===== src/rtl/div_pkg.sv =====
// Shared definitions for the sequential divider: state encoding and sizing.
package div_pkg;

    localparam int unsigned DIV_WIDTH = 32;
    localparam int unsigned DIV_CNT_W = $clog2(DIV_WIDTH) + 1;

    typedef enum logic [1:0] {
        DIV_IDLE,
        DIV_BUSY,
        DIV_DONE
    } div_state_t;

endpackage


===== src/rtl/div_step.sv =====
// One radix-2 restoring step: shift in the next dividend bit, trial-subtract the divisor.
module div_step
    import div_pkg::*;
#(
    parameter int unsigned WIDTH = DIV_WIDTH
) (
    input  logic [WIDTH:0]   partial_rem,
    input  logic             dividend_bit,
    input  logic [WIDTH-1:0] divisor,
    output logic [WIDTH:0]   next_rem,
    output logic             quotient_bit
);

    localparam int unsigned REM_W = WIDTH + 1;

    logic [WIDTH+1:0] shifted;
    logic [WIDTH+1:0] divisor_ext;

    // partial_rem never exceeds the divisor, so its top bit is always 0 and
    // widening the shifted value by one bit leaves the comparison unchanged.
    always_comb begin
        shifted     = {partial_rem, dividend_bit};
        divisor_ext = {2'b00, divisor};
        if (shifted >= divisor_ext) begin
            quotient_bit = 1'b1;
            next_rem     = REM_W'(shifted - divisor_ext);
        end else begin
            quotient_bit = 1'b0;
            next_rem     = REM_W'(shifted);
        end
    end

endmodule


===== src/rtl/seq_divider.sv =====
// Multi-cycle restoring divider answering the ALU's div_begin/div_done handshake.
module seq_divider
    import div_pkg::*;
#(
    parameter int unsigned WIDTH = DIV_WIDTH
) (
    input  logic             clk,
    input  logic             rst,
    input  logic             div_begin,
    input  logic             div_cancel,
    input  logic             div_sign,
    input  logic             div_dividend_sign,
    input  logic [WIDTH-1:0] div_dividend,
    input  logic [WIDTH-1:0] div_divisor,
    output logic [WIDTH-1:0] div_quotient,
    output logic [WIDTH-1:0] div_remainder,
    output logic             div_done
);

    localparam int unsigned CNT_W = $clog2(WIDTH) + 1;

    div_state_t       state;
    logic [WIDTH-1:0] dividend_reg;
    logic [WIDTH-1:0] divisor_reg;
    logic [WIDTH:0]   partial_rem;
    logic [CNT_W-1:0] iter_cnt;
    logic             sign_q;
    logic             sign_r;
    logic             done_reg;

    logic [WIDTH:0]   step_rem;
    logic             step_q;
    logic [WIDTH-1:0] q_raw;
    logic [WIDTH-1:0] r_raw;
    logic             last_step;

    div_step #(
        .WIDTH(WIDTH)
    ) u_step (
        .partial_rem (partial_rem),
        .dividend_bit(dividend_reg[WIDTH-1]),
        .divisor     (divisor_reg),
        .next_rem    (step_rem),
        .quotient_bit(step_q)
    );

    // The quotient fills the vacated LSBs of dividend_reg as it shifts out.
    always_comb begin
        q_raw     = {dividend_reg[WIDTH-2:0], step_q};
        r_raw     = step_rem[WIDTH-1:0];
        last_step = (iter_cnt == CNT_W'(WIDTH - 1));
    end

    always_ff @(posedge clk or negedge rst) begin
        if (!rst) begin
            state         <= DIV_IDLE;
            dividend_reg  <= '0;
            divisor_reg   <= '0;
            partial_rem   <= '0;
            iter_cnt      <= '0;
            sign_q        <= 1'b0;
            sign_r        <= 1'b0;
            done_reg      <= 1'b0;
            div_quotient  <= '0;
            div_remainder <= '0;
        end else if (div_cancel) begin
            state    <= DIV_IDLE;
            done_reg <= 1'b0;
        end else begin
            case (state)
                DIV_IDLE: begin
                    done_reg <= 1'b0;
                    if (div_begin) begin
                        dividend_reg <= div_dividend;
                        divisor_reg  <= div_divisor;
                        sign_q       <= div_sign;
                        sign_r       <= div_dividend_sign;
                        partial_rem  <= '0;
                        iter_cnt     <= '0;
                        state        <= DIV_BUSY;
                    end
                end
                DIV_BUSY: begin
                    dividend_reg <= q_raw;
                    partial_rem  <= step_rem;
                    iter_cnt     <= iter_cnt + CNT_W'(1);
                    if (last_step) begin
                        div_quotient  <= sign_q ? -q_raw : q_raw;
                        div_remainder <= sign_r ? -r_raw : r_raw;
                        done_reg      <= 1'b1;
                        state         <= DIV_DONE;
                    end
                end
                DIV_DONE: begin
                    done_reg <= 1'b0;
                    state    <= DIV_IDLE;
                end
                default: begin
                    done_reg <= 1'b0;
                    state    <= DIV_IDLE;
                end
            endcase
        end
    end

    // A flush in the DONE cycle must suppress the pulse in that same cycle.
    assign div_done = done_reg & ~div_cancel;

endmodule


===== config.mk =====
export PLATFORM = sky130hd
export DESIGN_NAME = seq_divider
export DESIGN_NICKNAME = d
export VERILOG_FILES = /design/src/rtl/div_pkg.sv /design/src/rtl/div_step.sv /design/src/rtl/seq_divider.sv
export SDC_FILE = /design/constraint.sdc
export NUM_CORES = 1
export LEC_CHECK = 0
export BUFFER_PORTS_ARGS = -buffer_cell sky130_fd_sc_hd__buf_2
export CAP_MARGIN = 15
export CORE_MARGIN = 1.5
export CORE_UTILIZATION = 40
export DETAILED_ROUTE_END_ITERATION = 16
export PLACE_DENSITY = 0.66
export SLEW_MARGIN = 20
export SYNTH_ARGS = -nofsm -noshare
export SYNTH_HDL_FRONTEND = slang
export SYNTH_SLANG_ARGS = --single-unit

===== constraint.sdc =====
create_clock -name clk -period 4.8 [get_ports clk]
set_input_delay 0.24 -clock clk [delete_from_list [all_inputs] [get_ports clk]]
set_output_delay 0.24 -clock clk [all_outputs]
set_load 0.05 [all_outputs]

# --- Yosys cells after proc, flatten, opt, wreduce, memory -nomap -nowiden ---
# Cells that the tools add are included.
totals:
  register_bits: 172
  latchBits: 0
  mem_bits_rw: 0
  mem_bits_ro: 0
  input_bits: 70
  word_cells: 45
  mem_count: 0
classes:
  n_addsub: 4
  multipliers: 0
  div_mod_pow: 0
  order_cmp: 1
  n_eq_ne: 5
  shift: 0
  mux: 17
  bitwise: 2
  reduce_logical: 6
ops:
  columns: ["operator", "n"]
  rows:
  - ["32-bit 2-to-1 mux", 3]
  - ["33-bit 2-to-1 mux", 2]
  - ["33-bit one-hot mux with 2 select lines", 1]
  - ["32-bit negator", 2]
  - ["32-bit one-hot mux with 2 select lines", 1]
  - ["34-bit by 32-bit greater-or-equal comparator with 1-bit output", 1]
  - ["33-bit by 32-bit subtractor with 33-bit output", 1]
  - ["6-bit one-hot mux with 2 select lines", 1]
  - ["3-bit AND reduction", 3]
  - ["6-bit by 1-bit adder with 6-bit output (second input constant)", 1]
  - ["6-bit by 5-bit == test with 1-bit output (second input constant)", 1]
  - ["2-bit 2-to-1 mux", 3]
  - ["6-bit 2-to-1 mux", 1]
  - ["3-bit inequality test (second input constant)", 2]
  - ["1-bit 2-to-1 mux", 4]
  - ["2-bit one-hot mux with 2 select lines", 1]
  - ["2-bit by 1-bit == test with 1-bit output (second input constant)", 1]
  - ["2-bit logical NOT", 1]
  - ["2-bit inequality test (second input constant)", 1]
  - ["2-bit AND reduction", 1]
  - ["2-bit nonzero test", 1]
  - ["1-bit bitwise AND", 1]
  - ["1-bit NOT", 1]

# --- Logic depth before layout (Yosys ltp) ---
# Gate-level depths: netlist of the first run.
logic_depth:
  depth_word: 4
  mapped_depth: 25

# --- By module ---
# A second synthesis of the first run with hierarchy kept.
unflattened:
  hier_cells: 1095
  area_unflattened_um2: 10154.7
modules_own_cells:
  columns: ["mod", "instances", "cells_each", "area_each_um2", "seq_area_each_um2"]
  rows:
  - ["seq_divider", 1, 749, 7963.9, 4304.1]
  - ["div_step", 1, 346, 2190.9, 0.0]

# --- Worst setup path before layout of the first run ---
# Ideal clock, no wire load.
synth_path:
  kind: "reg2reg"
  from: "register dividend_reg[31]"
  to: "register div_remainder[28]"
  setup_ps: 133
  arrival_ps: 4684
  path_slack_ps: -17
  path_stages_with_launch: 25
  cell_sequence: "dfrtp_1 -> inv_1 -> ha_1 -> inv_1 -> fa_1 -> a21o_1 -> a221oi_4 -> a211oi_2 -> a21boi_2 -> or2_1 -> buf_6 -> nand2_8 -> buf_6 -> buf_2 -> buf_1 -> o21ai_0 -> ha_1 -> nand2_1 -> nor3_1 -> nand3_1 -> o21ai_0 -> nand2_1 -> o41ai_1 -> xor2_1 -> o21ai_0"
synth_via:
  elab_chain_cells: 4
  word_cells_on_any_way: 5
synth_rtl:
  columns: ["element", "line_no", "text"]
  rows:
  - ["from (decl)", "seq_divider.sv:23", "logic [WIDTH-1:0] dividend_reg;"]
  - ["from (signal assigned)", "seq_divider.sv:74", "dividend_reg <= div_dividend;"]
  - ["from (signal assigned)", "seq_divider.sv:84", "dividend_reg <= q_raw;"]
  - ["33-bit by 32-bit subtractor with 33-bit output / 34-bit by 32-bit greater-or-equal comparator with 1-bit output (equally long branches)", "div_step.sv:26, div_step.sv:24", null]
  - ["33-bit 2-to-1 mux (*)", "div_step.sv:24", "if (shifted >= divisor_ext) begin"]
  - ["32-bit negator", "seq_divider.sv:89", "div_remainder <= sign_r ? -r_raw : r_raw;"]
  - ["32-bit 2-to-1 mux (*)", "seq_divider.sv:89", null]
  - ["to (signal assigned)", "seq_divider.sv:89", null]
  - ["to (decl)", "seq_divider.sv:16", "output logic [WIDTH-1:0] div_remainder,"]
# Mark *: on every way between the ends. The rest lies on a longest branch, timed or not.
# A chain may end at the register's enable or synchronous reset.

# --- Worst setup path after layout of the first run ---
layout_path:
  from: "register partial_rem[4]"
  to: "register div_remainder[31]"
layout_via:
  elab_chain_cells: 4
  word_cells_on_any_way: 5
layout_rtl:
  columns: ["element", "line_no", "text"]
  rows:
  - ["from (decl)", "seq_divider.sv:25", "logic [WIDTH:0] partial_rem;"]
  - ["from (signal assigned)", "seq_divider.sv:85", "partial_rem <= step_rem;"]
  - ["33-bit by 32-bit subtractor with 33-bit output / 34-bit by 32-bit greater-or-equal comparator with 1-bit output (equally long branches)", "div_step.sv:26, div_step.sv:24", null]
  - ["33-bit 2-to-1 mux (*)", "div_step.sv:24", null]
  - ["32-bit negator", "seq_divider.sv:89", null]
  - ["32-bit 2-to-1 mux (*)", "seq_divider.sv:89", null]
# Marked as above.

==> results of run 1 <==
[per-layer routing]
metal	wire (um)	vias up	GRT usage
met4	597	0	0.07371
met1	13450	4231	0.3058
met2	12540	242	0.3231
li1	-	4436	-
met5	0	-	0
met3	1575	39	0.03566
[worst register-to-register path: stages (launching register included)]
cell and delay, ns:
dfrtp_1 0.44, ha_1 0.50, and3_4 0.28, a221oi_4 0.08
a211oi_2 0.34, a21boi_2 0.11, or2_4 0.29, nand2_8 0.09
buf_4 0.45, mux2_2 0.47, a211o_1 0.30, or3_1 0.37
or4b_1 0.52, nand3_1 0.10
[metrics by stage]
step / instances / setup WS [ns] / util
2_1_floorplan: 1193 / 0.01902 / -
3_3_place_gp: 1611 / 0.1601 / 0.4506
3_5_place_dp: 1611 / -0.02806 / 0.4506
4_1_cts: 1643 / 0.08565 / 0.4736
5_1_grt: 1643 / -0.003367 / 0.4749
6_report: 1643 / 0.3766 / 0.4749
[area by class of cell]
type / count / area (um^2) / area share
Tap cell: 330 / 412.9 / 0.03423
Timing Repair Buffer: 151 / 823.3 / 0.06826
Multi-Input combinational cell: 911 / 5766 / 0.4780
Sequential cell: 172 / 4304 / 0.3568
Clock buffer: 19 / 442.9 / 0.03672
Clock inverter: 12 / 127.6 / 0.01058
Inverter: 48 / 185.2 / 0.01535
[logic make-up after synthesis]
family | after synthesis | share of synthesized area
xor+xnor | 85 | 0.07119
fa+ha+maj | 36 | 0.04379
simple gates | 373 | 0.1677
compound gates | 361 | 0.2083
mux | 56 | 0.05456
buf+inv | 110 | 0.04283
flops | 172 | 0.4116
[worst min path at each step]
stage | start | to | slack (ns) | cells past startpoint
finish | div_divisor[6] | divisor_reg[6] | 0.009 | 3
detailed placement | rst | divisor_reg[5] | 0.38 | 1
floorplan | rst | div_quotient[0] | -0.06 | 0
global placement | rst | divisor_reg[6] | 0.37 | 1
CTS | div_divisor[6] | divisor_reg[6] | 0.0003 | 3
global route | div_divisor[6] | divisor_reg[6] | 0.01 | 3
[synth_stat cells (14+ instances only)]
cell type  instances
nor2_1            45
nand2_1          210
dfrtp_1          172
nand4_1           17
mux2i_1           50
nor3_1            19
nand3_1           14
xnor2_1           35
ha_1              35
clkbuf_1          43
inv_1             47
o21ai_0          203
xor2_1            50
a21oi_1           58
[report_power, final]
part           leakage (nW)  total (W)  switching (W)  internal [W]
logic                  3.04    0.00613        0.00384       0.00229
clock network         0.271    0.00138       0.000640      0.000743
registers              2.29    0.00198       0.000298       0.00169
[repair_timing]
action | CTS | global route
cloned | 0 | 0
setup buffers | 0 | 0
resized for setup | 2 | 7
setup endpoints to repair | 2 | 10
hold endpoints to repair | 87 | 0
hold buffers | 1 | 0
pin swaps | 0 | 0
==> flow_summary.json, run 1 <==
{
  "insertion_delay_ns": 0.44,
  "cts_buffers": 17,
  "avgSynthCellArea_um2": 8.766,
  "tightest_slew_ns": 1.109,
  "coreArea_um2": 25400,
  "finalHoldViolations": 0,
  "synth-edff-count": 0,
  "synth-warning-count": 0,
  "crit_type": "reg2reg",
  "io_buffers": 134,
  "start_util": 0.4117,
  "slew_violations": 0,
  "slew_headroom": 0.2610,
  "syn_area_um2": 10460,
  "ys_ff_latch": 172,
  "gp_congestion": 0.8973,
  "wl_um": 28160,
  "die_h_um": 164.7,
  "grt_max_degree": 90,
  "largest-register": "partial_rem",
  "grt_pass1_vias": 8710,
  "synth.distinct_cells": 72,
  "largest_register_ffs": 33,
  "dr.pass1.iters": 6,
  "synth_ff_type": "dfrtp_1",
  "synth_seq_area_share": 0.4116,
  "cts.path.max_buffers": 2,
  "start_kind": "flop",
  "drive_gt1_frac": 0.1676,
  "peakVddDrop_mv": 0.5003,
  "design.final.nets": 1407,
  "place_area_um2": 11450,
  "avgRoutedWirePerCell_um": 17.14,
  "grt.total_usage": 0.2130,
  "fmax_mhz": 226.1,
  "hpwl_um": 20410,
  "clk_pin_slew_ns": 0.07,
  "power_density_nw_per_um2": 786.9,
  "maxCapViolCount": 0,
  "critical_path.endpoint": "div_remainder[31]",
  "num_vias": 8948,
  "area_growth_pct": 15.34,
  "diodes": 0,
  "cp_slowest_stage_delay_ns": 0.52,
  "rows": 58,
  "whs_ns": 0.009333,
  "p_leak_nw": 5.602,
  "finalSetupViolCount": 0,
  "root_buffer": "clkbuf_16",
  "crit_family": "simple AND/OR/NAND/NOR gates",
  "worst-path-buf-inv": 1,
  "rr_startpoint": "partial_rem[4]",
  "required_ns": 5.16,
  "r2r-end": "div_remainder[31]",
  "rr_worst_depth": 13,
  "final_cell_mix": "nand2_1, o21ai_0, dfrtp_1",
  "die-area_um2": 27120,
  "synth_area_leaders": "dfrtp_1, o21ai_0, nand2_1",
  "drc": 0,
  "ant_nets": 0,
  "period_share": 0.9215,
  "hold_class": "in2reg",
  "grt_pass1_wl_um": 45240,
  "viasPerCell": 5.446,
  "cts_sinks": 172,
  "outcome": "complete, no violations",
  "crit_path_end_kind": "flop",
  "antenna_found_initial": 0,
  "drt_iter0_drc": 717,
  "p_total_w": 0.009492,
  "n_fill_cell": 2459,
  "yosys.area.top_type": "dfrtp_1",
  "final_area_um2": 12060,
  "synthArstFlopShare": 1.000,
  "io_pins": 135,
  "setup-tns-final_ns": 0,
  "cts_tree": "built",
  "htreeDepth": 4,
  "die_width_um": 164.7,
  "crit_arrival_ns": 4.78,
  "worstSetupStartpoint": "partial_rem[4]",
  "path_cells": "ha_1, and3_4, a221oi_4, a211oi_2, a21boi_2, or2_4, nand2_8, buf_4, mux2_2, a211o_1, or3_1, or4b_1, nand3_1",
  "final_common_cell": "nand2_1",
  "netlist.area_leader.share": 0.4116,
  "cp.depth": 13,
  "crit_slowest_cell": "or4b_1",
  "reg2reg_slack_ns": 0.38,
  "finClkSkew_ns": 0.01621,
  "synthCells": 1193,
  "period_minus_slack_ns": 4.423,
  "syn-num-nets": 1299,
  "worstPathMaxFanout": 38,
  "grt-ovfl-total": 0
}
(Power assumes the default switching activity.)
==> run 2, diff against run 1 <==
- CORE_MARGIN: 1.5 -> 4
- RECOVER_POWER: not set -> 50
==> flow_summary.json, run 2 (synthesis results as in run 1) <==
{
  "drt_iter0_drc": 683,
  "root_buffer": "clkbuf_16",
  "cts_sinks": 172,
  "crit_arrival_ns": 4.71,
  "failed_checks": "max-capacitance violations, max-slew violations",
  "postCtsSetupBuffers": 0,
  "worstPathMaxFanout": 7,
  "largest-register": "partial_rem",
  "finalSetupViolCount": 0,
  "dr.pass1.iters": 5,
  "power_density_nw_per_um2": 787.7,
  "crit_type": "reg2reg",
  "grt_pass1_vias": 8776,
  "grt.total_usage": 0.1964,
  "ant_nets": 0,
  "peakVddDrop_mv": 0.4891,
  "crit_path_end_kind": "flop",
  "wl_um": 28410,
  "diodes": 0,
  "fmax_mhz": 225.9,
  "final_common_cell": "nand2_1",
  "fin_util": 0.4732,
  "cts.path.max_buffers": 2,
  "grt_pass1_wl_um": 46090,
  "rr_startpoint": "dividend_reg[31]",
  "p_leak_nw": 5.346,
  "slew_headroom": -0.6719,
  "setup-tns-final_ns": 0,
  "n_fill_cell": 2482,
  "finClkSkew_ns": 0.02227,
  "drc": 0,
  "switching_share": 0.5029,
  "required_ns": 5.08,
  "seqPwrFrac": 0.209,
  "grt_max_degree": 87,
  "cts_tree": "built",
  "drive_gt1_frac": 0.1167,
  "rows": 58,
  "coreArea_um2": 25470,
  "die-area_um2": 28790,
  "regArea_um2": 4304,
  "hpwl_um": 20400,
  "insertion_delay_ns": 0.44,
  "netSwitchingPower_w": 0.004774,
  "multiInputGateArea_um2": 5761,
  "grt-ovfl-total": 0,
  "avgRoutedWirePerCell_um": 17.22,
  "period_share": 0.9224,
  "start_util": 0.4106,
  "design.final.nets": 1413,
  "gp_congestion": 0.9404,
  "clk_pin_slew_ns": 0.08,
  "hold_class": "in2reg",
  "slew_violations": 183,
  "io_pins": 135,
  "antenna_found_initial": 1,
  "num_vias": 9044,
  "start_kind": "flop",
  "htreeDepth": 4,
  "die_h_um": 169.7,
  "area_growth_pct": 15.25,
  "cts_buffers": 17,
  "io_buffers": 134,
  "min-delay-start": "div_divisor[8]",
  "viasPerCell": 5.481,
  "final_cell_mix": "nand2_1, o21ai_0, dfrtp_1",
  "die_width_um": 169.7,
  "maxCapViolCount": 3,
  "clock_power_share": 0.153,
  "tightest_slew_ns": 2.508,
  "outcome": "finished with violations",
  "p_comb_frac": 0.638,
  "rsz0062_at_grt": "no",
  "worstSetupStartpoint": "dividend_reg[31]",
  "power.internal_w": 0.004720,
  "largest_register_ffs": 33,
  "finalHoldViolations": 0,
  "period_minus_slack_ns": 4.428
}
## run 2: power groups by stage
stage	logic [W]	registers, W	clock network, W
6_report	0.00606	0.00199	0.00145
3_3_place_gp	0.00578	0.00200	0
5_1_grt	0.00668	0.00203	0.00155
4_1_cts	0.00590	0.00198	0.00148
3_5_place_dp	0.00584	0.00200	0
2_1_floorplan	0.00449	0.00190	0
## run 2: worst paths after layout
kind	endpoint	slack, ns	cells after the start
worst max-delay path	div_remainder[28]	0.37	21
worst min-delay path	divisor_reg[8]	0.009	3
worst max register to register	div_remainder[28]	0.37	21
worst min register to register	div_remainder[14]	0.47	2
max in group asynchronous	div_remainder[23]	1.69	3
min in group asynchronous	divisor_reg[8]	1.02	2
## run 2: worst max-delay path: stages, from the launching register on
cell and delay (ns):
dfrtp_1 0.41, inv_1 0.07, ha_1 0.15, inv_1 0.05
fa_1 0.43, a21o_1 0.23, a221oi_4 0.36, a211oi_2 0.15
a21boi_2 0.20, or2_4 0.18, nand2_8 0.07, inv_6 0.05
mux2i_1 0.27, ha_2 0.28, nand2_1 0.07, nor3_2 0.18
nand3_1 0.10, o21ai_1 0.23, nand2_2 0.20, o41ai_2 0.34
xor2_1 0.16, o21ai_0 0.08
## run 2: metrics by stage
step           power, W  instance area, um^2  std cells  hold slack [ns]  setup WS [ns]
2_1_floorplan  0.006389                10460       1193         -0.05559        0.01902
3_3_place_gp   0.007778                11440       1612           0.3722         0.1345
3_5_place_dp   0.007839                11440       1612           0.3751       0.006436
4_1_cts        0.009355                12130       1650         0.001213        0.02550
5_1_grt         0.01025                12050       1650          0.01195        0.01202
6_report       0.009494                12050       1650         0.009305         0.3724
## run 2: repair_timing
item,4_1_cts,5_1_grt
hold buffers,6,0
pin swaps,0,0
gates resized for setup,1,7
endpoints found under the setup margin,2,9
cloned,0,0
endpoints found under the hold margin,89,0
## run 2: layout make-up
class | instances | share of cell area
clock buffers | 17 | 0.03530
flip-flops and latches | 172 | 0.3571
clock inverters | 15 | 0.01671
well taps | 330 | 0.03426
inverters | 48 | 0.01536
repair buffers | 157 | 0.06332
multi-input cells | 911 | 0.4779
## run 2: metal layers
layer | up-vias | global-route usage | wire, um | share of wire
met5 | - | 0 | 7 | 0.00025
met4 | 2 | 0.05215 | 549 | 0.019
met3 | 34 | 0.04775 | 1716 | 0.060
met2 | 222 | 0.2990 | 12850 | 0.45
met1 | 4332 | 0.2812 | 13280 | 0.47
li1 | 4454 | - | - | -
==> run 3, diff against run 2 <==
- CORE_ASPECT_RATIO: not set -> 0.9
- GPL_TIMING_DRIVEN: not set -> 0
- SYNTH_HIERARCHICAL: not set -> 1
==> flow_summary.json, run 3 <==
{
  "outcome": "finished with violations",
  "failed_checks": "max-capacitance violations, max-slew violations",
  "coreArea_um2": 25050,
  "final_area_um2": 11960,
  "netSwitchingPower_w": 0.001494,
  "regArea_um2": 4304,
  "grt_max_degree": 93,
  "synth-warning-count": 6,
  "io_pins": 135,
  "setup_ws_ns": 0.2029,
  "cts.path.max_buffers": 2,
  "die_h_um": 159.2,
  "synthCells": 1095,
  "clk_pin_slew_ns": 0.07,
  "power_density_nw_per_um2": 363.0,
  "grt_pass1_wl_um": 46970,
  "htreeDepth": 4,
  "p_leak_nw": 5.591,
  "io_buffers": 134,
  "clock_power_share": 0.324,
  "area_growth_pct": 17.80,
  "slew_headroom": -0.3917,
  "place_area_um2": 11290,
  "netlist.area_leader.share": 0.4239,
  "crit_type": "reg2reg",
  "cts_sinks": 172,
  "power.internal_w": 0.002848,
  "synth_seq_area_share": 0.4239,
  "dr.pass1.iters": 5,
  "period_minus_slack_ns": 4.597,
  "antenna_found_initial": 3,
  "synth-edff-count": 0,
  "ant_nets": 0,
  "finalSetupViolCount": 0,
  "seqPwrFrac": 0.399,
  "start_kind": "flop",
  "grt_pass1_vias": 8624,
  "grt-ovfl-total": 0,
  "crit_arrival_ns": 4.89,
  "drive_gt1_frac": 0.1435,
  "num_vias": 8834,
  "final_cell_mix": "dfrtp_1, nand2_1, o21ai_0",
  "synthArstFlopShare": 1.000,
  "grt.total_usage": 0.2088,
  "n_fill_cell": 2476,
  "avgSynthCellArea_um2": 9.274,
  "peakVddDrop_mv": 0.2155,
  "start_util": 0.4054,
  "yosys.area.top_type": "dfrtp_1",
  "required_ns": 5.09,
  "final_common_cell": "dfrtp_1",
  "hpwl_um": 21760,
  "viasPerCell": 5.480,
  "root_buffer": "clkbuf_16",
  "synth_ff_type": "dfrtp_1",
  "rows": 55,
  "largest-register": "partial_rem",
  "synth.distinct_cells": 65,
  "cts_buffers": 17,
  "placedCellCount": 1572,
  "hold_class": "in2reg",
  "avgRoutedWirePerCell_um": 18.30,
  "multiInputGateArea_um2": 5563,
  "synth_common_cells": "dfrtp_1, nand2_1, o21ai_0",
  "period_share": 0.9577,
  "p_comb_frac": 0.277,
  "fmax_mhz": 217.5,
  "die-area_um2": 28000,
  "tightest_slew_ns": 2.088,
  "insertion_delay_ns": 0.43,
  "largest_register_ffs": 33,
  "wl_um": 29500,
  "finalHoldViolations": 0,
  "place_ws_ns": -0.6831,
  "ys_ff_latch": 172,
  "drc": 0,
  "drt_iter0_drc": 759,
  "crit_path_end_kind": "flop",
  "maxCapViolCount": 2,
  "die_width_um": 176.0,
  "finClkSkew_ns": 0.01019,
  "worstPathMaxFanout": 5,
  "gp_congestion": 0.8991,
  "syn_area_um2": 10150,
  "synth_most_common_cell": "dfrtp_1",
  "instances_no_fill": 1612,
  "synth_area_leaders": "dfrtp_1, o21ai_0, nand2_1",
  "syn-num-nets": 1201,
  "slew_violations": 175,
  "switching_share": 0.3441,
  "design.final.nets": 1361,
  "cts_tree": "built"
}
run 3: cell types whose count changed after synthesis, sizes merged, moves of 6 or more:
cell   delta
o21ai    -72
xnor2    -11
nor2      +6
a22o     +22
nor3      -8
mux2i    -15
o31ai     +8
nand2    -61
mux2     +31
xor2     +12
nand4     -8
run 3: repair_timing:
item / CTS / global route
setup endpoints to repair: 21 / 25
pin swaps: 2 / 5
hold buffers: 1 / 0
hold endpoints to repair: 80 / 0
buffers inserted: 2 / 3
gates resized for setup: 7 / 19
run 3: stage by stage:
stage / setup TNS, ns / total power [W] / hold slack (ns) / util
2_1_floorplan: 0 / 0.002562 / -0.05559 / -
3_3_place_gp: -9.626 / 0.002874 / 0.4595 / 0.4493
3_5_place_dp: -9.063 / 0.002908 / 0.2786 / 0.4507
4_1_cts: 0 / 0.004334 / 0.02105 / 0.4766
5_1_grt: -0.3914 / 0.004579 / 0.02444 / 0.4776
6_report: 0 / 0.004342 / 0.03963 / 0.4776
run 3: logic make-up after synthesis:
logic type,share of synthesized area
flops,0.4239
fa+ha+maj,0.04510
buf+inv,0.04177
xor+xnor,0.07417
simple gates,0.1445
compound gates,0.1952
mux,0.07541
run 3: worst paths after layout:
path,depth (start not counted),start,slack [ns],end
worst max-delay path,18,dividend_reg[31],0.20,div_remainder[31]
worst min-delay path,2,div_divisor[9],0.04,divisor_reg[9]
worst max register to register,18,dividend_reg[31],0.20,div_remainder[31]
worst min register to register,2,div_remainder[24],0.47,div_remainder[24]
max in group asynchronous,3,rst,0.82,div_quotient[29]
min in group asynchronous,2,rst,0.92,div_remainder[20]
run 3: power by group through the flow:
stage	Sequential [W]	Combinational, W	Clock [W]
2_1_floorplan	0.00174	0.000818	0
3_3_place_gp	0.00175	0.00113	0
3_5_place_dp	0.00176	0.00115	0
4_1_cts	0.00173	0.00118	0.00143
5_1_grt	0.00176	0.00133	0.00149
6_report	0.00173	0.00120	0.00141
run 3: worst max-delay path: stages (launching register included):
cell	delay [ns]
dfrtp_1	0.40
inv_1	0.07
ha_1	0.15
inv_1	0.05
fa_1	0.43
a211oi_2	0.28
o211a_1	0.22
nor2_1	0.13
a21o_1	0.18
a311o_1	0.35
a21o_1	0.22
a21oi_2	0.14
xnor2_1	0.07
mux2_2	0.34
nor4_4	0.41
nand4b_1	0.30
o41ai_2	0.43
xor2_1	0.20
o21ai_0	0.09
run 3: layout make-up:
| type | count | area share |
|---|---|---|
| antenna | 2 | 0.0004184 |
| buffer | 60 | 0.02092 |
| clock buffer | 19 | 0.03703 |
| clock inverter | 13 | 0.01192 |
| inverter | 49 | 0.01537 |
| multi-input combinational | 814 | 0.4650 |
| sequential | 172 | 0.3598 |
| tap | 342 | 0.03577 |
| timing repair buffer | 141 | 0.05376 |
run 3: per-layer routing:
layer | GRT usage | share of wire | wire length [um] | vias up
li1 | - | - | - | 4205
met1 | 0.3017 | 0.47 | 13780 | 4321
met2 | 0.3215 | 0.45 | 13400 | 271
met3 | 0.03585 | 0.056 | 1657 | 35
met4 | 0.06556 | 0.022 | 659 | 2
met5 | 0 | 0.00024 | 7 | -
